File: config.mk
export PLATFORM = sky130hd
export DESIGN_NAME = bpb_table
export DESIGN_NICKNAME = d
export VERILOG_FILES = /design/src/rtl/bpb_table.sv
export SDC_FILE = /design/constraint.sdc
export NUM_CORES = 1
export LEC_CHECK = 0
export CORE_MARGIN = 5
export CORE_UTILIZATION = 60
export DETAILED_ROUTE_END_ITERATION = 12
export DONT_BUFFER_PORTS = 1
export MAX_ROUTING_LAYER = met4
export PLACE_DENSITY = 0.78
export RECOVER_POWER = 50
export SLEW_MARGIN = 10
export SYNTH_ARGS = -nofsm -noshare
export SYNTH_HDL_FRONTEND = slang
export SYNTH_SLANG_ARGS = --single-unit
File: constraint.sdc
create_clock -name clk -period 13.6 [get_ports clk]
set_input_delay 1.36 -clock clk [delete_from_list [all_inputs] [get_ports clk]]
set_output_delay 1.36 -clock clk [all_outputs]
set_load 0.01 [all_outputs]
File: src/rtl/bpb_table.sv
// Direct-mapped branch prediction buffer: same-cycle lookup, install/verify from the branch controller.
// Optional BPB_COUNTER_EN adds a 2-bit saturating confidence counter per line.
`ifndef BPB_E
`define BPB_E 8
`endif
`ifndef BPB_T
`define BPB_T 16
`endif

module bpb_line #(
  parameter int TAG_WIDTH = 16
) (
  input  logic                 clk,
  input  logic                 reset,
  input  logic                 wr,
  input  logic                 set_valid,
  input  logic [TAG_WIDTH-1:0] set_tag,
  input  logic [31:0]          set_addr,
`ifdef BPB_COUNTER_EN
  input  logic                 upd,
  input  logic [1:0]           ctr_nxt,
  output logic [1:0]           ctr,
`endif
  output logic                 valid,
  output logic [TAG_WIDTH-1:0] tag,
  output logic [31:0]          addr
);
  always_ff @(posedge clk or posedge reset) begin
    if (reset) begin
      valid <= 1'b0;
      tag   <= '0;
      addr  <= '0;
    end else if (wr) begin
      valid <= set_valid;
      tag   <= set_tag;
      addr  <= set_addr;
    end
  end

`ifdef BPB_COUNTER_EN
  // Install restarts confidence at weakly-taken
  always_ff @(posedge clk or posedge reset) begin
    if (reset)    ctr <= 2'b00;
    else if (wr)  ctr <= 2'b10;
    else if (upd) ctr <= ctr_nxt;
  end
`endif
endmodule

module bpb_table #(
  parameter int ENTRIES   = `BPB_E,
  parameter int TAG_WIDTH = `BPB_T,
  localparam int IDX_W    = $clog2(ENTRIES)
) (
  input  logic                 clk,
  input  logic                 reset,
  input  logic                 stall,
  input  logic                 flush,
  input  logic [TAG_WIDTH-1:0] lookup_tag,
  output logic                 hit,
  output logic                 pred_taken,
  output logic [31:0]          pred_addr,
  input  logic                 w_en,
  input  logic                 sw,
  input  logic                 set_valid,
  input  logic [TAG_WIDTH-1:0] set_tag,
  input  logic [31:0]          set_addr,
  input  logic [31:0]          real_adr,
  output logic                 conflict,
  output logic [IDX_W:0]       num_valid
);
  logic [ENTRIES-1:0]                v_q;
  logic [ENTRIES-1:0][TAG_WIDTH-1:0] tag_q;
  logic [ENTRIES-1:0][31:0]          addr_q;
  logic [IDX_W-1:0]                  lidx, widx;
  logic                              we, match_v, mism;

  assign lidx    = lookup_tag[IDX_W-1:0];
  assign widx    = set_tag[IDX_W-1:0];
  assign we      = w_en & ~stall & ~flush;
  assign hit     = v_q[lidx] & (tag_q[lidx] == lookup_tag);
  assign match_v = v_q[widx] & (tag_q[widx] == set_tag);
  assign mism    = addr_q[widx] != real_adr;
  assign pred_addr = hit ? addr_q[lidx] : 32'h0;

`ifdef BPB_COUNTER_EN
  logic [ENTRIES-1:0][1:0] ctr_q;
  logic [1:0]              ctr_w, ctr_nxt;
  logic                    ue;

  assign ctr_w = ctr_q[widx];
  assign ue    = sw & ~w_en & ~stall & ~flush & match_v;
  // Confident lines absorb a mismatch by losing confidence instead of re-installing
  assign conflict   = sw & ~w_en & match_v & mism & ~ctr_w[1];
  assign pred_taken = hit & ctr_q[lidx][1];

  always_comb begin
    ctr_nxt = ctr_w;
    if (!mism) ctr_nxt = (ctr_w == 2'b11) ? 2'b11 : ctr_w + 2'b01;
    else if (ctr_w[1]) ctr_nxt = ctr_w - 2'b01;
  end
`else
  assign conflict   = sw & ~w_en & match_v & mism;
  assign pred_taken = hit;
`endif

  for (genvar i = 0; i < ENTRIES; i++) begin : g_line
    bpb_line #(.TAG_WIDTH(TAG_WIDTH)) u_line (
      .clk       (clk),
      .reset     (reset),
      .wr        (we & (widx == IDX_W'(i))),
      .set_valid (set_valid),
      .set_tag   (set_tag),
      .set_addr  (set_addr),
`ifdef BPB_COUNTER_EN
      .upd       (ue & (widx == IDX_W'(i))),
      .ctr_nxt   (ctr_nxt),
      .ctr       (ctr_q[i]),
`endif
      .valid     (v_q[i]),
      .tag       (tag_q[i]),
      .addr      (addr_q[i])
    );
  end

  always_ff @(posedge clk or posedge reset) begin
    if (reset) num_valid <= '0;
    else if (we) begin
      if (set_valid && !v_q[widx] && num_valid != (IDX_W+1)'(ENTRIES))
        num_valid <= num_valid + 1'b1;
      else if (!set_valid && v_q[widx] && num_valid != '0)
        num_valid <= num_valid - 1'b1;
    end
  end
endmodule

Word-level counts from Yosys, hierarchy flattened --
Cells that the tools add are included.
Storage, ports and cells: ROM bits 0, output and inout port bits 39, word-level logic and storage cells 83, memories kept 0, bits in latches 0, register bits after elaboration 396, input bits 103, bits in writable memories 0
Operators by class: multiplexer cells 15, shift-type cells 0, multiply operators 0, reductions and logical operators 10, eq/ne operators 11, add/subtract/negate cells 2, divide/modulo/power cells 0, order comparisons 2, bitwise operators 18
Operator list (count):
- $bmux 32 s3 | 2
- $bmux 16 s3 | 2
- $mux 32 | 3
- $eq 16x16->1 | 2
- $mux 16 | 2
- $ne 32x32->1 | 1
- $and 1x1->1 | 15
- $eq 3x3->1 const B | 4
- $lt 3x4->1 const B | 2
- $mux 4 | 2
- $bmux 1 s3 | 2
- $eq 3x2->1 const B | 2
- $add 4x1->4 const B | 1
- $logic_and 1x1->1 | 4
- $ne 4x4->1 const B | 1
- $reduce_bool 4->1 | 1
- $sub 4x1->4 const B | 1
- $eq 3x1->1 const B | 1
- $logic_not 3->1 | 1
- $not 1->1 | 3
- $logic_not 1->1 | 2
- $mux 1 | 2
- $reduce_and 2->1 | 1
- $reduce_bool 2->1 | 1

Logic depth before layout (Yosys ltp) --
Gate-level depths: netlist of run 1.
depth in word-level cells 7, depth in mapped cells 11, gate-level depth less buffers 9

Cells and area by module --
Synthesis of run 1 repeated with hierarchy kept, for this count alone.
Second synthesis, totals: cell total of the unflattened synthesis 1389, area total of the unflattened synthesis 21830.9 um^2
By module, submodules not included:
- bpb_line | area an instance 1868.0 um^2, sequential area each 1226.2 um^2, cells an instance 104, instances 8
- bpb_table | area an instance 6886.6 um^2, sequential area each 100.1 um^2, cells an instance 557, instances 1

Worst setup path before layout of run 1 --
No wires, ideal clock.
path kind input port to output port, from input lookup_tag[1], to output pred_taken, arrival time 3.465 ns, setup slack 8.775 ns, cell stages on the path 10, path through clkbuf_1 clkbuf_1 mux4_2 mux2i_1 xnor2_1 nor4_2 o2111ai_2 buf_6 inv_1 buf_4
On the way: word-level cells in the longest chain between the ends 4
Ends and longest elaborated chain:
- from (decl) | RTL line 59 | input logic [TAG_WIDTH-1:0] lookup_tag,
- $bmux 16 s3 | RTL line 81 | assign hit = v_q[lidx] & (tag_q[lidx] == lookup_tag);
- $mux 16 (implied by the code) | RTL line 81
- $eq 16x16->1 | RTL line 81
- $and 1x1->1 (*) | RTL line 81
- to (decl) | RTL line 61 | output logic pred_taken,
Mark *: on every way between the ends. The rest lies on a longest branch, timed or not. The select of a mux whose other input is x is not followed.

==> results of run 1 <==
-- layout make-up --
cell class | count | area, um^2
Fill cell | 2525 | 12520
Multi-Input combinational cell | 910 | 10830
Sequential cell | 396 | 9910
Clock buffer | 69 | 1274
Tap cell | 461 | 576.8
Timing Repair Buffer | 14 | 82.58
Clock inverter | 7 | 71.32
Inverter | 13 | 50.05
-- sequential cells by signal, indices dropped and copies added (netlist names) --
register and flops:
g_line.u_line.addr 256, g_line.u_line.tag 128, g_line.u_line.valid 8, num_valid 4
-- critical path: stages --
cell and delay [ns]:
clkinvlp_2 2.49, clkbuf_1 3.02, buf_4 1.10
-- worst max-delay path by stage --
stage               slack [ns]  cells past startpoint                   endpoint       start
floorplan                 1.23                      1   g_line[0].u_line.addr[0]       reset
global placement          8.53                      8                   conflict  set_tag[2]
detailed placement        8.56                      8                   conflict  set_tag[2]
CTS                       8.53                      8                   conflict  set_tag[2]
global route              4.46                      3  g_line[2].u_line.addr[21]       reset
finish                    5.99                      3  g_line[0].u_line.addr[19]       reset
-- per-layer routing --
metal,global-route usage,share of wire,up-vias
li1,-,-,5356
met1,0.3945,0.42,6767
met2,0.4362,0.49,398
met3,0.05623,0.069,68
met4,0.06206,0.020,0
met5,-,0,-
-- cells by family (layout without fill, tap and decap cells) --
group	Yosys count	in the layout
multiplexers	639	639
flip-flops	396	396
AND/OR/NAND/NOR	140	140
buffers and inverters	135	103
XOR/XNOR	66	66
AO/OA/AOI/OAI	63	63
adder cells (fa/ha/maj)	2	2
-- power breakdown --
part / switching (mW) / internal, mW / total (mW)
Clock: 0.464 / 0.658 / 1.12
Sequential: 0.175 / 1.41 / 1.59
Combinational: 0.238 / 0.429 / 0.668
Total: 0.878 / 2.50 / 3.38
-- stage by stage --
step,cells,power (mW),hold WS (ns),cell area [um^2]
floorplan,1441,2.141,0.4229,21350
global placement,1794,2.234,0.4444,21500
detailed placement,1794,2.270,0.4651,21500
CTS,1870,3.394,0.4925,22840
global route,1870,3.528,0.4958,22790
finish,1870,3.376,0.4906,22790
-- cell usage in the layout, fill, tap and decap left out, types with 3 or more instances in the layout --
cell type  netlist  final
nor2_2          29     29
and2_0           0      6
o22ai_1          9      9
inv_6            0      3
nand2_1         38     38
a2bb2oi_1        3      3
mux2_2         381    380
dfrtp_1        396    396
a22oi_1          5      5
nand4_1          6      6
nor3_1           9      9
inv_1           12     11
nor2_1           8      8
nor4_1           9      9
nand3_1          4      4
o21ai_0         12     13
a21oi_1         10     10
and2_1          12      6
clkbuf_16        0     43
o41ai_1          3      3
clkinv_2         0      3
mux2i_1         86     86
nor2b_1          3      3
o221ai_1         3      3
xnor2_1         40     40
xor2_1          26     26
clkbuf_1        47     22
nand2b_1        14     14
buf_4            7      8
a221oi_1         3      3
clkbuf_8         0     10
mux4_2         172    172
a31oi_1          5      5
-- synth_stat cells (13+ instances only) --
master,instances
buf_1,13
buf_2,51
clkbuf_1,47
dfrtp_1,396
mux2_2,381
mux2i_1,86
mux4_2,172
nand2_1,38
nand2b_1,14
nor2_2,29
xnor2_1,40
xor2_1,26
==> out/summary.txt, run 1 <==
CRITICAL PATH
----------------------------------------------------------------------------------------
Reg2Reg Depth                                                                          8
Kind of launch point of the worst setup path                                  input port
Worst setup EP type                                                         asynchronous set/reset pin
Worst-path fanout max                                                                103
Critical R2R Capture                                                        num_valid[3]
Worst reg2reg path startpoint                                               g_line[3].u_line.valid
Critical Path RT                                                                14.14 ns
Crit Path Category                                                           in -> async
Crit path arrival time                                                           8.15 ns
Register-to-Register Setup Slack                                                10.96 ns

CLOCKING
----------------------------------------------------------------------------------------
Sink count of the clock tree                                                         396
Total number of H-tree levels                                                          2
TritonCTS clock tree                                                                done
Total CTS buffers                                                                     43
Worst-skew pair later-pin latency                                                0.55 ns
Number of setup buffers added after CTS                                                0
Clock-pin slew on the worst setup and hold paths                                 0.06 ns
Hold buffer count at CTS                                                               0
Cts repair resizes                                                                     0
Largest buffer count on any clock path                                                 3
Clock tree root driver cell                                                    clkbuf_16

LOGIC SYNTHESIS
----------------------------------------------------------------------------------------
Largest family of logic cells by synthesized area                           multiplexers
Cells after synthesis                                                               1441
Synth Area in Compound Gates                                                     0.01998
Most used flip-flop cell after synthesis                                         dfrtp_1
Flops & latches, synth                                                               396
Number of synthesized flops with an enable pin                                         0
Area contributors post-synth                                                dfrtp_1, mux2_2, mux4_2, mux2i_1, xnor2_1
Share of synthesized cell area in and, or, nand and nor gates                    0.03574
Area share of the leading cell type in the synthesized netlist                    0.4641
Cell accounting for the most synthesized area                                    dfrtp_1
Proportion of synthesized flip-flops having asynchronous set or reset              1.000
Adder-cell area share of the yosys netlist                                      0.001172
Post-synth cell types                                                                 47
Mean cell area of the mapped netlist                                          14.82 um^2
Nets in the synthesized netlist                                                     1546
Share of synthesized area spent on multiplexers                                   0.4226
Synthesis Warnings                                                                     0
Synth Cell Area                                                               21350 um^2
Sequential fraction of the synthesis area                                         0.4641
Xor-xnor portion of the synthesized cell area                                    0.02707

FLOORPLANNING
----------------------------------------------------------------------------------------
Overall die height                                                              198.7 um
Die area                                                                      39460 um^2
I/O Pins                                                                             142
Die Width                                                                       198.7 um
CORE AREA                                                                     35310 um^2
Number of cell rows                                                                   69
Effective utilization at floorplan                                                0.6048

TIMING
----------------------------------------------------------------------------------------
Worst slew slack as a fraction of its limit                                       -2.126
Total of endpoints with negative setup slack in the final report                       0
Number of pins with negative max-slew slack in the final report                      375
F_max                                                                          131.4 MHz
Setup TNS                                                                           0 ns
Final critical delay including setup and external delays                        7.612 ns
Actual transition at the worst max-transition pin                               4.689 ns
RSZ-0062 raised after global routing                                                  no
Hold Violations, Final                                                                 0
Post-route clock skew                                                        0.006500 ns
Worst Slack Setup Final                                                         5.988 ns
Portion of the clock cycle consumed by the worst path in the final layout         0.5597

GRT
----------------------------------------------------------------------------------------
Aggregate global routing overflow                                                      0
First-pass GRT wire length                                                      82600 um
Initial antenna violation count                                                        0
Maximum number of pins on one net before global-route repair                         116
Total routing resource utilization after global routing                           0.2813
Vias in the first global route                                                    13.38k

POWER AND IR DROP
----------------------------------------------------------------------------------------
Worst VDD drop                                                                  111.8 uV
Power Dens Cells                                                            148.1 nW/um^2
Leak                                                                            9.907 nW

HOLD PATH
----------------------------------------------------------------------------------------
Worst hold stages                                                                      1
Tightest Hold Check Type                                                      reg -> reg
Hold path startpoint                                                        g_line[5].u_line.tag[2]
Destination of the worst hold path                                          g_line[5].u_line.tag[2]

ROUTE
----------------------------------------------------------------------------------------
Detailed-router iteration count before antenna repair                                  5
Via count                                                                         12.59k
Per-cell routed wire length                                                     28.21 um
Remaining antenna violation count                                                      0
DRC violation count after routing                                                      0
Vias per cell                                                                      6.732
Iteration-0 DRC Markers                                                              801
Detailed Route WL                                                               52750 um

PLACED DESIGN
----------------------------------------------------------------------------------------
Worst slack, placed                                                             8.560 ns
HPWL after detailed placement                                                   31390 um
PortBufs                                                                               0
Placer's final routability congestion estimate                                    0.8383

LAYOUT
----------------------------------------------------------------------------------------
Number of nets in the layout                                                        1483
Area growth from synthesis to layout                                              6.738%
Fraction of layout cells with a size suffix above 1                               0.4649
Number of antenna diodes                                                               0
End-of-flow core utilization                                                      0.6455

STATUS
----------------------------------------------------------------------------------------
Violations in the final reports                                             capacitance limit, slew limit
Status                                                                      finished with violations

RUN
----------------------------------------------------------------------------------------
Maximum Capacitance Violations                                                         9

Power figures use the tool's default switching activity.
==> inputs of run 2 (changes only) <==
Clock period 13.6 ns to 7.8 ns, I/O delays scaled along.
==> run 2 against run 1 <==
The flow still finishes with violations (capacitance limit, slew limit). Wire length grew 1.1%. Core utilization grew 0.34 points. Register-to-register slack lost 5.9 ns. Highest routed layer unchanged. Design area grew 0.53%. Critical path type is now in -> out. Setup slack lost 3.7 ns. Non-clock buffer count grew 2. Clock skew shrank 0.0036 ns.
==> out/summary.txt, run 2 (synthesized netlist as in run 1, its figures left out) <==
RUN
----------------------------------------------------------------------------------------
Maximum Capacitance Violations                                                         7   was 9

POWER AND IR DROP
----------------------------------------------------------------------------------------
Leak                                                                            9.983 nW   was 9.907 nW
Pwr Total                                                                       5.995 mW   was 3.376 mW
Gate power share                                                                   0.195   was 0.198
Relative contribution of sequential cells to total power                           0.461   was 0.470
Int Pwr                                                                         4.448 mW   was 2.498 mW
Switching power share of the total                                                0.2580   was 0.2601
Relative contribution of the clock network to total power                          0.344   was 0.332
Power Dens Cells                                                            261.6 nW/um^2   was 148.1 nW/um^2
Net Sw Power                                                                    1.547 mW   was 0.8779 mW
Worst VDD drop                                                                  170.4 uV   was 111.8 uV

HOLD PATH
----------------------------------------------------------------------------------------
Hold path startpoint                                                          set_tag[5]   was g_line[5].u_line.tag[2]
Worst hold stages                                                                      1   unchanged
Tightest Hold Check Type                                                       in -> reg   was reg -> reg
Destination of the worst hold path                                          g_line[6].u_line.tag[5]   was g_line[5].u_line.tag[2]

CLOCKING
----------------------------------------------------------------------------------------
Sink count of the clock tree                                                         396   unchanged
Cts repair resizes                                                                     0   unchanged
Total CTS buffers                                                                     43   unchanged
TritonCTS clock tree                                                                done   unchanged
Hold buffer count at CTS                                                               0   unchanged
Clock tree root driver cell                                                    clkbuf_16   unchanged
Largest buffer count on any clock path                                                 3   unchanged
Total number of H-tree levels                                                          2   unchanged
Worst-skew pair later-pin latency                                                0.56 ns   was 0.55 ns
Clock-pin slew on the worst setup and hold paths                                 0.06 ns   about the same
Number of setup buffers added after CTS                                                0   unchanged

CRITICAL PATH
----------------------------------------------------------------------------------------
Crit path arrival time                                                           4.73 ns   was 8.15 ns
Number of buffer and inverter stages on the critical path                              2   was 3
Slowest Stage Delay on Critical Path                                             1.87 ns   was 3.02 ns
Reg2Reg Depth                                                                          9   was 8
Critical R2R Capture                                                        num_valid[3]   unchanged
Cell with the largest stage delay on the worst path                             clkbuf_1   unchanged
Kind of launch point of the worst setup path                                  input port   unchanged
Chain of cells forming the critical path                                    inv_1, clkbuf_1, mux2i_1, xnor2_1, nor4_1, nand2_1, nor4_1, a31oi_1   was clkinvlp_2, clkbuf_1, buf_4
Worst-path fanout max                                                                 64   was 103
Worst setup EP type                                                           output pin   was asynchronous set/reset pin
Worst reg2reg path startpoint                                               g_line[3].u_line.valid   unchanged
Register-to-Register Setup Slack                                                 5.05 ns   was 10.96 ns
Kind of cell adding the most delay to the critical path                     buffers and inverters   unchanged
Crit Path Category                                                             in -> out   was in -> async
Critical Path RT                                                                 7.02 ns   was 14.14 ns
Critical path's most frequent cell                                                nor4_1

TIMING
----------------------------------------------------------------------------------------
F_max                                                                          181.4 MHz
Setup TNS                                                                           0 ns   unchanged
Portion of the clock cycle consumed by the worst path in the final layout         0.7069
Worst slew slack as a fraction of its limit                                       -1.477   was -2.126
Number of pins with negative max-slew slack in the final report                      292   was 375
Hold Worst Slack                                                               0.3669 ns   was 0.4906 ns
Actual transition at the worst max-transition pin                               3.716 ns   was 4.689 ns
RSZ-0062 raised after global routing                                                  no   unchanged
Hold Violations, Final                                                                 0   unchanged
Post-route clock skew                                                        0.002933 ns   was 0.006500 ns
Final critical delay including setup and external delays                        5.514 ns
Total of endpoints with negative setup slack in the final report                       0   unchanged

LAYOUT
----------------------------------------------------------------------------------------
Leading cell type in the layout, fill and taps excluded                          dfrtp_1   unchanged
Number of nets in the layout                                                        1485   was 1483
Filler cells                                                                        2464   was 2525
Area of all placed cells without fillers                                      22910 um^2   was 22790 um^2
Register name with the most flops                                           g_line.u_line.addr   unchanged
Commonest non-fill, non-tap cells in the layout                             dfrtp_1, mux2_2, mux4_2, mux2i_1, clkbuf_16   unchanged
Number of antenna diodes                                                               0   unchanged
Fraction of layout cells with a size suffix above 1                               0.4748   was 0.4649
Flip-flop count of the largest register after layout                                 256   unchanged
Area growth from synthesis to layout                                              7.307%   was 6.738%
Top flop regs                                                               g_line.u_line.addr x256, g_line.u_line.tag x128, g_line.u_line.valid x8   unchanged

STATUS
----------------------------------------------------------------------------------------
Violations in the final reports                                             capacitance limit, slew limit   unchanged
Status                                                                      finished with violations   unchanged

FLOORPLANNING
----------------------------------------------------------------------------------------
CORE AREA                                                                     35310 um^2   unchanged
Die Width                                                                       198.7 um   unchanged
Effective utilization at floorplan                                                0.6048   unchanged
Number of cell rows                                                                   69   unchanged
Die area                                                                      39460 um^2   unchanged
Overall die height                                                              198.7 um   unchanged
I/O Pins                                                                             142   unchanged

ROUTE
----------------------------------------------------------------------------------------
Via count                                                                         12.67k   was 12.59k
DRC violation count after routing                                                      0   unchanged
Detailed-router iteration count before antenna repair                                  5   unchanged
Remaining antenna violation count                                                      0   unchanged
Per-cell routed wire length                                                     28.50 um   was 28.21 um
Iteration-0 DRC Markers                                                              957   was 801
Detailed Route WL                                                               53300 um   was 52750 um
Vias per cell                                                                      6.776   was 6.732

GRT
----------------------------------------------------------------------------------------
Aggregate global routing overflow                                                      0   unchanged
Vias in the first global route                                                    13.60k   was 13.38k
First-pass GRT wire length                                                      83320 um   was 82600 um
Initial antenna violation count                                                        0   unchanged
Total routing resource utilization after global routing                           0.2857   was 0.2813
Maximum number of pins on one net before global-route repair                         116   unchanged

PLACED DESIGN
----------------------------------------------------------------------------------------
Placement-stage cell area                                                     21510 um^2   was 21500 um^2
Placer's final routability congestion estimate                                    0.8454   was 0.8383
PortBufs                                                                               0   unchanged
HPWL after detailed placement                                                   31630 um   was 31390 um

## run 2: layer usage
| layer | vias to the layer above | GRT usage | share of wire |
|---|---|---|---|
| li1 | 5353 | - | - |
| met1 | 6820 | 0.3921 | 0.42 |
| met2 | 406 | 0.4382 | 0.48 |
| met3 | 92 | 0.06826 | 0.075 |
| met4 | 0 | 0.07497 | 0.025 |
| met5 | - | - | 0 |
## run 2: through the flow
step | util | setup slack (ns) | std cells
2_1_floorplan | - | 1.690 | 1441
3_3_place_gp | 0.6091 | 3.858 | 1796
3_5_place_dp | 0.6091 | 3.879 | 1796
4_1_cts | 0.6501 | 3.766 | 1870
5_1_grt | 0.6489 | 2.103 | 1870
6_report | 0.6489 | 2.286 | 1870
## run 2: worst max path at each step
| stage | start | end | slack, ns | depth (start not counted) |
|---|---|---|---|---|
| floorplan | reset | g_line[0].u_line.addr[0] | 1.69 | 1 |
| global placement | set_tag[2] | conflict | 3.86 | 8 |
| detailed placement | set_tag[2] | conflict | 3.88 | 8 |
| CTS | g_line[7].u_line.addr[10] | conflict | 3.77 | 7 |
| global route | set_tag[2] | conflict | 2.10 | 8 |
| finish | set_tag[2] | conflict | 2.29 | 8 |
## run 2: power groups by stage
stage / Sequential (mW) / Clock [mW] / Combinational (mW)
2_1_floorplan: 2.69 / 0 / 1.05
3_3_place_gp: 2.76 / 0 / 1.14
3_5_place_dp: 2.79 / 0 / 1.17
4_1_cts: 2.76 / 2.10 / 1.18
5_1_grt: 2.81 / 2.18 / 1.27
6_report: 2.76 / 2.06 / 1.17
## run 2: final cells by class
class                           instances  area, um^2  share of cell area
Timing Repair Buffer                   16       101.3            0.004423
Tap cell                              461       576.8             0.02517
Sequential cell                       396        9910              0.4325
Inverter                               13       50.05            0.002184
Clock inverter                          8       72.57            0.003167
Multi-Input combinational cell        910       10830              0.4726
Clock buffer                           66        1375             0.06001
